[config.mk]
export PLATFORM = sky130hd
export DESIGN_NAME = stream_comparator
export DESIGN_NICKNAME = d
export VERILOG_FILES = /design/src/rtl/stream_cmp_pkg.sv /design/src/rtl/stream_comparator_cmp_core.sv /design/src/rtl/stream_comparator.sv
export SDC_FILE = /design/constraint.sdc
export NUM_CORES = 1
export LEC_CHECK = 0
export CORE_MARGIN = 1.5
export CORE_UTILIZATION = 41
export DETAILED_ROUTE_END_ITERATION = 7
export GPL_TIMING_DRIVEN = 0
export PLACE_DENSITY_LB_ADDON = 0.2
export SLEW_MARGIN = 20
export SYNTH_ARGS = -nofsm -noshare
export SYNTH_HDL_FRONTEND = slang
export SYNTH_SLANG_ARGS = --single-unit
[constraint.sdc]
create_clock -name clk -period 2.53 [get_ports clk]
set_input_delay 0.3795 -clock clk [delete_from_list [all_inputs] [get_ports clk]]
set_output_delay 0.3795 -clock clk [all_outputs]
set_load 0.005 [all_outputs]
[src/rtl/stream_cmp_pkg.sv]
`default_nettype none
// ============================================================================
//  Module   : stream_cmp_pkg
//  Purpose  : Shared result encodings and helpers for the streaming comparator.
//  Revision : 1.0  initial release
// ============================================================================
package stream_cmp_pkg;

    // One-hot result encodings, bit order {lt, eq, gt}
    localparam logic [2:0] RES_LT   = 3'b100;
    localparam logic [2:0] RES_EQ   = 3'b010;
    localparam logic [2:0] RES_GT   = 3'b001;
    localparam logic [2:0] RES_NONE = 3'b000;

    // Saturating increment of a counter that is 'width' bits wide (width <= 32).
    // The counter is carried zero-extended in 32 bits so one helper serves any CNT_W.
    function automatic logic [31:0] sat_inc(input logic [31:0] cnt, input int width);
        logic [31:0] lim;
        lim = (width >= 32) ? 32'hFFFF_FFFF : ((32'd1 << width) - 32'd1);
        return (cnt >= lim) ? lim : (cnt + 32'd1);
    endfunction

endpackage
`default_nettype wire

[src/rtl/stream_comparator_cmp_core.sv]
`default_nettype none
// ============================================================================
//  Module   : cmp_core
//  Purpose  : Combinational magnitude compare of two operands, signed or
//             unsigned, producing one-hot lt/eq/gt.
//  Revision : 1.0  initial release
// ============================================================================
module cmp_core #(
    parameter int WIDTH = 8
) (
    input  logic [WIDTH-1:0] a,
    input  logic [WIDTH-1:0] b,
    input  logic             signed_mode,
    output logic             lt,
    output logic             eq,
    output logic             gt
);

    logic [WIDTH-1:0] w_a_key;
    logic [WIDTH-1:0] w_b_key;

    // Flipping the sign bit maps two's-complement order onto unsigned order
    always_comb begin
        w_a_key = a ^ {signed_mode, {(WIDTH-1){1'b0}}};
        w_b_key = b ^ {signed_mode, {(WIDTH-1){1'b0}}};
        eq      = (a == b);
        lt      = (w_a_key < w_b_key);
        gt      = !lt && !eq;
    end

endmodule
`default_nettype wire

[src/rtl/stream_comparator.sv]
`default_nettype none
// ============================================================================
//  Module   : stream_comparator
//  Purpose  : Valid/ready streaming comparator with registered one-hot result
//             and per-frame statistics (min/max of a, LT/EQ/GT counts).
//  Revision : 1.0  initial release
// ============================================================================
module stream_comparator
    import stream_cmp_pkg::*;
#(
    parameter int WIDTH = 8,
    parameter int CNT_W = 16
) (
    input  logic             clk,
    input  logic             rst,
    input  logic             in_valid,
    output logic             in_ready,
    input  logic [WIDTH-1:0] in_a,
    input  logic [WIDTH-1:0] in_b,
    input  logic             in_last,
    input  logic             signed_mode,
    output logic             out_valid,
    input  logic             out_ready,
    output logic             out_lt,
    output logic             out_eq,
    output logic             out_gt,
    output logic             out_last,
    output logic             stat_valid,
    output logic [WIDTH-1:0] stat_min,
    output logic [WIDTH-1:0] stat_max,
    output logic [CNT_W-1:0] stat_lt,
    output logic [CNT_W-1:0] stat_eq,
    output logic [CNT_W-1:0] stat_gt
);

    // ---------------------------------------------------------------------
    // State
    // ---------------------------------------------------------------------
    logic             out_valid_q,    out_valid_d;
    logic [2:0]       res_q,          res_d;
    logic             out_last_q,     out_last_d;
    logic             frame_active_q, frame_active_d;
    logic             mode_q,         mode_d;
    logic [WIDTH-1:0] min_q,          min_d;
    logic [WIDTH-1:0] max_q,          max_d;
    logic [CNT_W-1:0] cnt_lt_q,       cnt_lt_d;
    logic [CNT_W-1:0] cnt_eq_q,       cnt_eq_d;
    logic [CNT_W-1:0] cnt_gt_q,       cnt_gt_d;
    logic             stat_valid_q,   stat_valid_d;
    logic [WIDTH-1:0] stat_min_q,     stat_min_d;
    logic [WIDTH-1:0] stat_max_q,     stat_max_d;
    logic [CNT_W-1:0] stat_lt_q,      stat_lt_d;
    logic [CNT_W-1:0] stat_eq_q,      stat_eq_d;
    logic [CNT_W-1:0] stat_gt_q,      stat_gt_d;

    // ---------------------------------------------------------------------
    // Combinational helpers
    // ---------------------------------------------------------------------
    logic             w_accept;
    logic             w_mode;
    logic             w_lt, w_eq, w_gt;
    logic             w_min_lt, w_min_eq, w_min_gt;
    logic             w_max_lt, w_max_eq, w_max_gt;
    logic             w_unused_cmp;
    logic [WIDTH-1:0] w_new_min, w_new_max;
    logic [CNT_W-1:0] w_new_lt, w_new_eq, w_new_gt;

    assign in_ready = !out_valid_q || out_ready;
    assign w_accept = in_valid && in_ready;
    // Mode is taken from the port only on the first beat; later beats reuse the latched one
    assign w_mode   = frame_active_q ? mode_q : signed_mode;

    cmp_core #(.WIDTH(WIDTH)) u_cmp_ab (
        .a(in_a), .b(in_b), .signed_mode(w_mode),
        .lt(w_lt), .eq(w_eq), .gt(w_gt)
    );

    cmp_core #(.WIDTH(WIDTH)) u_cmp_min (
        .a(in_a), .b(min_q), .signed_mode(w_mode),
        .lt(w_min_lt), .eq(w_min_eq), .gt(w_min_gt)
    );

    cmp_core #(.WIDTH(WIDTH)) u_cmp_max (
        .a(in_a), .b(max_q), .signed_mode(w_mode),
        .lt(w_max_lt), .eq(w_max_eq), .gt(w_max_gt)
    );

    // Only "a below min" and "a above max" matter for the running extremes
    assign w_unused_cmp = ^{w_min_eq, w_min_gt, w_max_lt, w_max_eq};

    // Frame accumulators including the beat currently on the input
    always_comb begin
        w_new_min = min_q;
        w_new_max = max_q;
        w_new_lt  = cnt_lt_q;
        w_new_eq  = cnt_eq_q;
        w_new_gt  = cnt_gt_q;
        if (!frame_active_q) begin
            w_new_min = in_a;
            w_new_max = in_a;
            w_new_lt  = CNT_W'(w_lt);
            w_new_eq  = CNT_W'(w_eq);
            w_new_gt  = CNT_W'(w_gt);
        end else begin
            if (w_min_lt) w_new_min = in_a;
            if (w_max_gt) w_new_max = in_a;
            if (w_lt) w_new_lt = CNT_W'(sat_inc(32'(cnt_lt_q), CNT_W));
            if (w_eq) w_new_eq = CNT_W'(sat_inc(32'(cnt_eq_q), CNT_W));
            if (w_gt) w_new_gt = CNT_W'(sat_inc(32'(cnt_gt_q), CNT_W));
        end
    end

    // Next-state: output register/handshake, frame tracking and stat capture
    always_comb begin
        out_valid_d    = out_valid_q;
        res_d          = res_q;
        out_last_d     = out_last_q;
        frame_active_d = frame_active_q;
        mode_d         = mode_q;
        min_d          = min_q;
        max_d          = max_q;
        cnt_lt_d       = cnt_lt_q;
        cnt_eq_d       = cnt_eq_q;
        cnt_gt_d       = cnt_gt_q;
        stat_valid_d   = 1'b0;
        stat_min_d     = stat_min_q;
        stat_max_d     = stat_max_q;
        stat_lt_d      = stat_lt_q;
        stat_eq_d      = stat_eq_q;
        stat_gt_d      = stat_gt_q;

        if (w_accept) begin
            out_valid_d = 1'b1;
            res_d       = w_lt ? RES_LT : (w_eq ? RES_EQ : RES_GT);
            out_last_d  = in_last;
        end else if (out_ready) begin
            // Clear on drain so the result lines read zero while idle
            out_valid_d = 1'b0;
            res_d       = RES_NONE;
            out_last_d  = 1'b0;
        end

        if (w_accept) begin
            if (in_last) begin
                stat_valid_d   = 1'b1;
                stat_min_d     = w_new_min;
                stat_max_d     = w_new_max;
                stat_lt_d      = w_new_lt;
                stat_eq_d      = w_new_eq;
                stat_gt_d      = w_new_gt;
                frame_active_d = 1'b0;
                mode_d         = 1'b0;
                min_d          = '0;
                max_d          = '0;
                cnt_lt_d       = '0;
                cnt_eq_d       = '0;
                cnt_gt_d       = '0;
            end else begin
                frame_active_d = 1'b1;
                mode_d         = w_mode;
                min_d          = w_new_min;
                max_d          = w_new_max;
                cnt_lt_d       = w_new_lt;
                cnt_eq_d       = w_new_eq;
                cnt_gt_d       = w_new_gt;
            end
        end
    end

    // State registers with synchronous reset
    always_ff @(posedge clk) begin
        if (rst) begin
            out_valid_q    <= 1'b0;
            res_q          <= RES_NONE;
            out_last_q     <= 1'b0;
            frame_active_q <= 1'b0;
            mode_q         <= 1'b0;
            min_q          <= '0;
            max_q          <= '0;
            cnt_lt_q       <= '0;
            cnt_eq_q       <= '0;
            cnt_gt_q       <= '0;
            stat_valid_q   <= 1'b0;
            stat_min_q     <= '0;
            stat_max_q     <= '0;
            stat_lt_q      <= '0;
            stat_eq_q      <= '0;
            stat_gt_q      <= '0;
        end else begin
            out_valid_q    <= out_valid_d;
            res_q          <= res_d;
            out_last_q     <= out_last_d;
            frame_active_q <= frame_active_d;
            mode_q         <= mode_d;
            min_q          <= min_d;
            max_q          <= max_d;
            cnt_lt_q       <= cnt_lt_d;
            cnt_eq_q       <= cnt_eq_d;
            cnt_gt_q       <= cnt_gt_d;
            stat_valid_q   <= stat_valid_d;
            stat_min_q     <= stat_min_d;
            stat_max_q     <= stat_max_d;
            stat_lt_q      <= stat_lt_d;
            stat_eq_q      <= stat_eq_d;
            stat_gt_q      <= stat_gt_d;
        end
    end

    assign out_valid  = out_valid_q;
    assign out_lt     = res_q[2];
    assign out_eq     = res_q[1];
    assign out_gt     = res_q[0];
    assign out_last   = out_last_q;
    assign stat_valid = stat_valid_q;
    assign stat_min   = stat_min_q;
    assign stat_max   = stat_max_q;
    assign stat_lt    = stat_lt_q;
    assign stat_eq    = stat_eq_q;
    assign stat_gt    = stat_gt_q;

endmodule
`default_nettype wire

==> impl_results.md, run 1 <==
- GRT overflow: 0
- Max-Cap Viols: 0
- Initial antenna violation count: 0
- Synth Area in Adders: 4.35%
- Root Buffer: clkbuf_16
- Area growth from synthesis to layout: 31.8%
- CTS tree: built
- CP Capture Type: register
- Hold Fails Final Rpt: 0
- Mapped Cells: 832
- Outcome: completed
- Die area: ~18000 sq um
- Max-slew violations: 0
- Worst Path Required: 2840 ps
- VDD IR max: 491 uV
- Post-DP Area: 8090 sq um
- Simple-gate share of the synthesized area: roughly 20%
- I/O pin total: 93
- Final nets: 1009
- Top cell type's share of synthesized area: between 30% and 40%
- Post-synth EDFFs: 0
- Crit path max fanout: 7
- Top-count cell post-synth: dfxtp_1
- Share of cells above drive strength 1: 12.4%
- Later-pin clock latency in the skew report: ~430 ps
- Startpoint types: input pin
- Synthesized area: 6910 sq um
- WL/cell: 18.9 microns
- Largest net degree at the start of global routing: 17
- DR vias/cell: 5.86
- Kind of critical path: in2reg
- Yosys warns: 0
- RSZ-0062 raised after global routing: yes
- Post-synthesis sequential area ratio: 39.4%
- Cell variety after synth: 64
- Layer carrying the most global-route usage: met2
- Starting Density: 41.8%
- ANT nets after route: 0
- First-pass GRT wire length: 35.5 mm
- Vias in the first global route: 6499
- GRT met2 Usage: 41.5%
- Clk sinks: roughly 140
- Footprint of the multi-input gates: 4060 sq um
- GP Congestion: approximately 0.93
- Worst Max-Slew Pin Slew: 870 ps
- Clk pin slew, worst setup/hold paths: 50 ps
- Async SR Flop Fraction: 0%
- Fin area: 9100 sq um
- Met1 usage: between 30 and 40%
- Final Power: ~5400 uW
- Clk_skew: 6.95 ps
- Minimum clock period: 2470 ps
- Top cells by area, synth: dfxtp_1 (39%), nand2_1 (6.7%), o21ai_0 (4.9%)
- Power density over the cells: between 500 and 600 nW/um^2
- Drt first-iter violations: 738
- WL final: 22.6 mm
- Hold WC Path Type: reg2reg
- Worst endpoint data arrival time: 2790 ps
- Synth Flop Type: dfxtp_1
- H-Tree Depth: 4
- Fin crit share: between 90% and 100%
- Mean post-synth cell area: between 8 and 9 sq um
- Filler instances: around 1.6k
- Yosys reg bits: about 140
- # DRC: 0
- Inserted Diodes: 0
- DIE HEIGHT: 133 microns
- Max transition margin: 42.0%
- Hold-fix buffers at CTS: 0
- FMAX: 404 MHz
- IO buf count: between 90 and 100
- Final core occ: between 50 and 60%
- Reg area: 2720 sq um
- Main combinational cell family by area after synthesis: compound AO/OA/AOI/OAI gates
- CTS buffer count: 17
- Hpwl dp: approximately 16 mm
- Via count: ~7.0k
- Post-synthesis compound-gate area fraction: a little over a quarter
- P_leak: 0.00348 uW
- GRT met3 Usage: under 10%
- Die X-Extent: 133 microns
- Final setup viols: 0
- Std-Cell Rows: 47
- Core area: roughly 17000 sq um
- Post-synth top cells: dfxtp_1 (136), nand2_1 (124), o21ai_0 (67)
- 1st-pass router iterations: 5
- Post-Syn Nets: around 900
- Mux cell area share after synthesis: 3.10%
- Xor/xnor cell area share of the yosys netlist: roughly 1.3%
- Clock Path Buffers: 2
- Global Route Usage Sum: 25.8%
- Most area-hungry cell type in the Yosys netlist: dfxtp_1
report_power, final:
part	switching, uW	internal [uW]	total, uW	leakage [uW]
logic	393	242	636	0.00207
clock network	920	1680	2600	0.000306
registers	26.1	2180	2200	0.00110
final timing paths:
check,start,to,slack (ps),cells past startpoint
worst max register to register,max_q[2]$_SDFFE_PP0P_,max_q[1]$_SDFFE_PP0P_,120,9
worst max-delay path,in_b[1],stat_lt[0]$_SDFFE_PP0P_,60,10
worst min register to register,stat_eq[15]$_SDFFE_PP0P_,stat_eq[15]$_SDFFE_PP0P_,430,2
worst min-delay path,stat_eq[15]$_SDFFE_PP0P_,stat_eq[15]$_SDFFE_PP0P_,430,2
registers in the layout, summed over array words and instances, names as in the netlist:
| register | flops |
|---|---|
| stat_valid | 1 |
| out_valid | 1 |
| frame_active_q | 1 |
| stat_gt | 16 |
| stat_eq | 16 |
| res_q | 3 |
| stat_max | 8 |
| max_q | 8 |
| stat_lt | 16 |
| mode_q | 1 |
| stat_min | 8 |
| out_last | 1 |
| cnt_eq_q | 16 |
| min_q | 8 |
| cnt_gt_q | 16 |
| cnt_lt_q | 16 |
metrics by stage:
| step | TNS [ps] | hold WS [ps] | cells | setup slack [ps] |
|---|---|---|---|---|
| final | 0 | 435 | 1195 | 56.0 |
| after global routing | -66.2 | 476 | 1195 | -14.1 |
| after CTS | -18.7 | 439 | 1175 | -10.6 |
| after detailed placement | -90200 | 432 | 1143 | -964 |
| after global placement | -89300 | 429 | 1143 | -941 |
| after floorplan | 0 | 435 | 832 | 8.71 |
what timing repair did:
action	CTS	global route
resized for setup	36	35
endpoints found under the setup margin	129	112
pin swaps	1	7
setup buffers	2	21
hold endpoints to repair	0	0
placed cells by master, fill, tap and decap left out, types with 5 or more instances in the layout:
| cell | n |
|---|---|
| a22o_1 | 25 |
| clkbuf_16 | 17 |
| nor4_1 | 7 |
| o31ai_1 | 19 |
| nor2_1 | 27 |
| a21o_1 | 11 |
| mux2i_1 | 20 |
| nand4_1 | 10 |
| a41o_1 | 6 |
| and4_1 | 6 |
| a31oi_1 | 13 |
| inv_1 | 29 |
| nand2_1 | 123 |
| o211ai_1 | 11 |
| dfxtp_1 | 135 |
| o2bb2ai_1 | 11 |
| nor3_2 | 5 |
| xnor2_1 | 5 |
| clkbuf_1 | 21 |
| clkbuf_4 | 5 |
| clkdlybuf4s50_1 | 84 |
| clkbuf_2 | 16 |
| a21oi_1 | 52 |
| and3_1 | 19 |
| dlygate4sd2_1 | 7 |
| clkinv_2 | 6 |
| o21ai_0 | 67 |
| nor2b_1 | 6 |
| nor3_1 | 14 |
| a32o_1 | 9 |
| buf_4 | 23 |
| nand2b_1 | 6 |
| buf_2 | 7 |
| nand3_1 | 32 |
| ha_1 | 24 |
layout make-up:
class | count | share of cell area [%]
Tap cell | 220 | 3.02
Multi-Input combinational cell | 615 | 44.6
Buffer | 49 | 2.58
Sequential cell | 136 | 29.9
Timing Repair Buffer | 114 | 11.9
Inverter | 30 | 1.24
Clock inverter | 10 | 1.65
Clock buffer | 21 | 5.06
worst max-delay path, stage by stage:
cell,delay (ps)
clkdlybuf4s50_1,450
inv_1,40
ha_1,280
nor2b_1,130
o211ai_1,350
a21oi_4,130
buf_4,220
nor3_2,430
nand3_1,160
a22o_1,200
cells by family after synthesis:
kind of cell               after synthesis
xor gates and xnor gates                10
AOI/OAI and AO/OA                      270
buffers and inverters                   81
and+or+nand+nor                        290
muxes                                   21
DFF                                    136
adders and majority gates               24
metal layers:
layer | vias to the layer above | part of all wire (%)
met5 | - | 0
met4 | 0 | 3.1
met3 | 55 | 6.3
met2 | 264 | 46
met1 | 3348 | 44
li1 | 3340 | -
(Power assumes the default switching activity.)
==> inputs of run 2 (changes only) <==
--- a/config.mk
+++ b/config.mk
@@ -5,6 +5,7 @@
 export SDC_FILE = /design/constraint.sdc
 export NUM_CORES = 1
 export LEC_CHECK = 0
+export ABC_CLOCK_PERIOD_IN_PS = 2530
 export CORE_MARGIN = 1.5
 export CORE_UTILIZATION = 41
 export DETAILED_ROUTE_END_ITERATION = 7
==> results of run 2 <==
No change in the layout: final DEF, timing and power equal those of run 1.
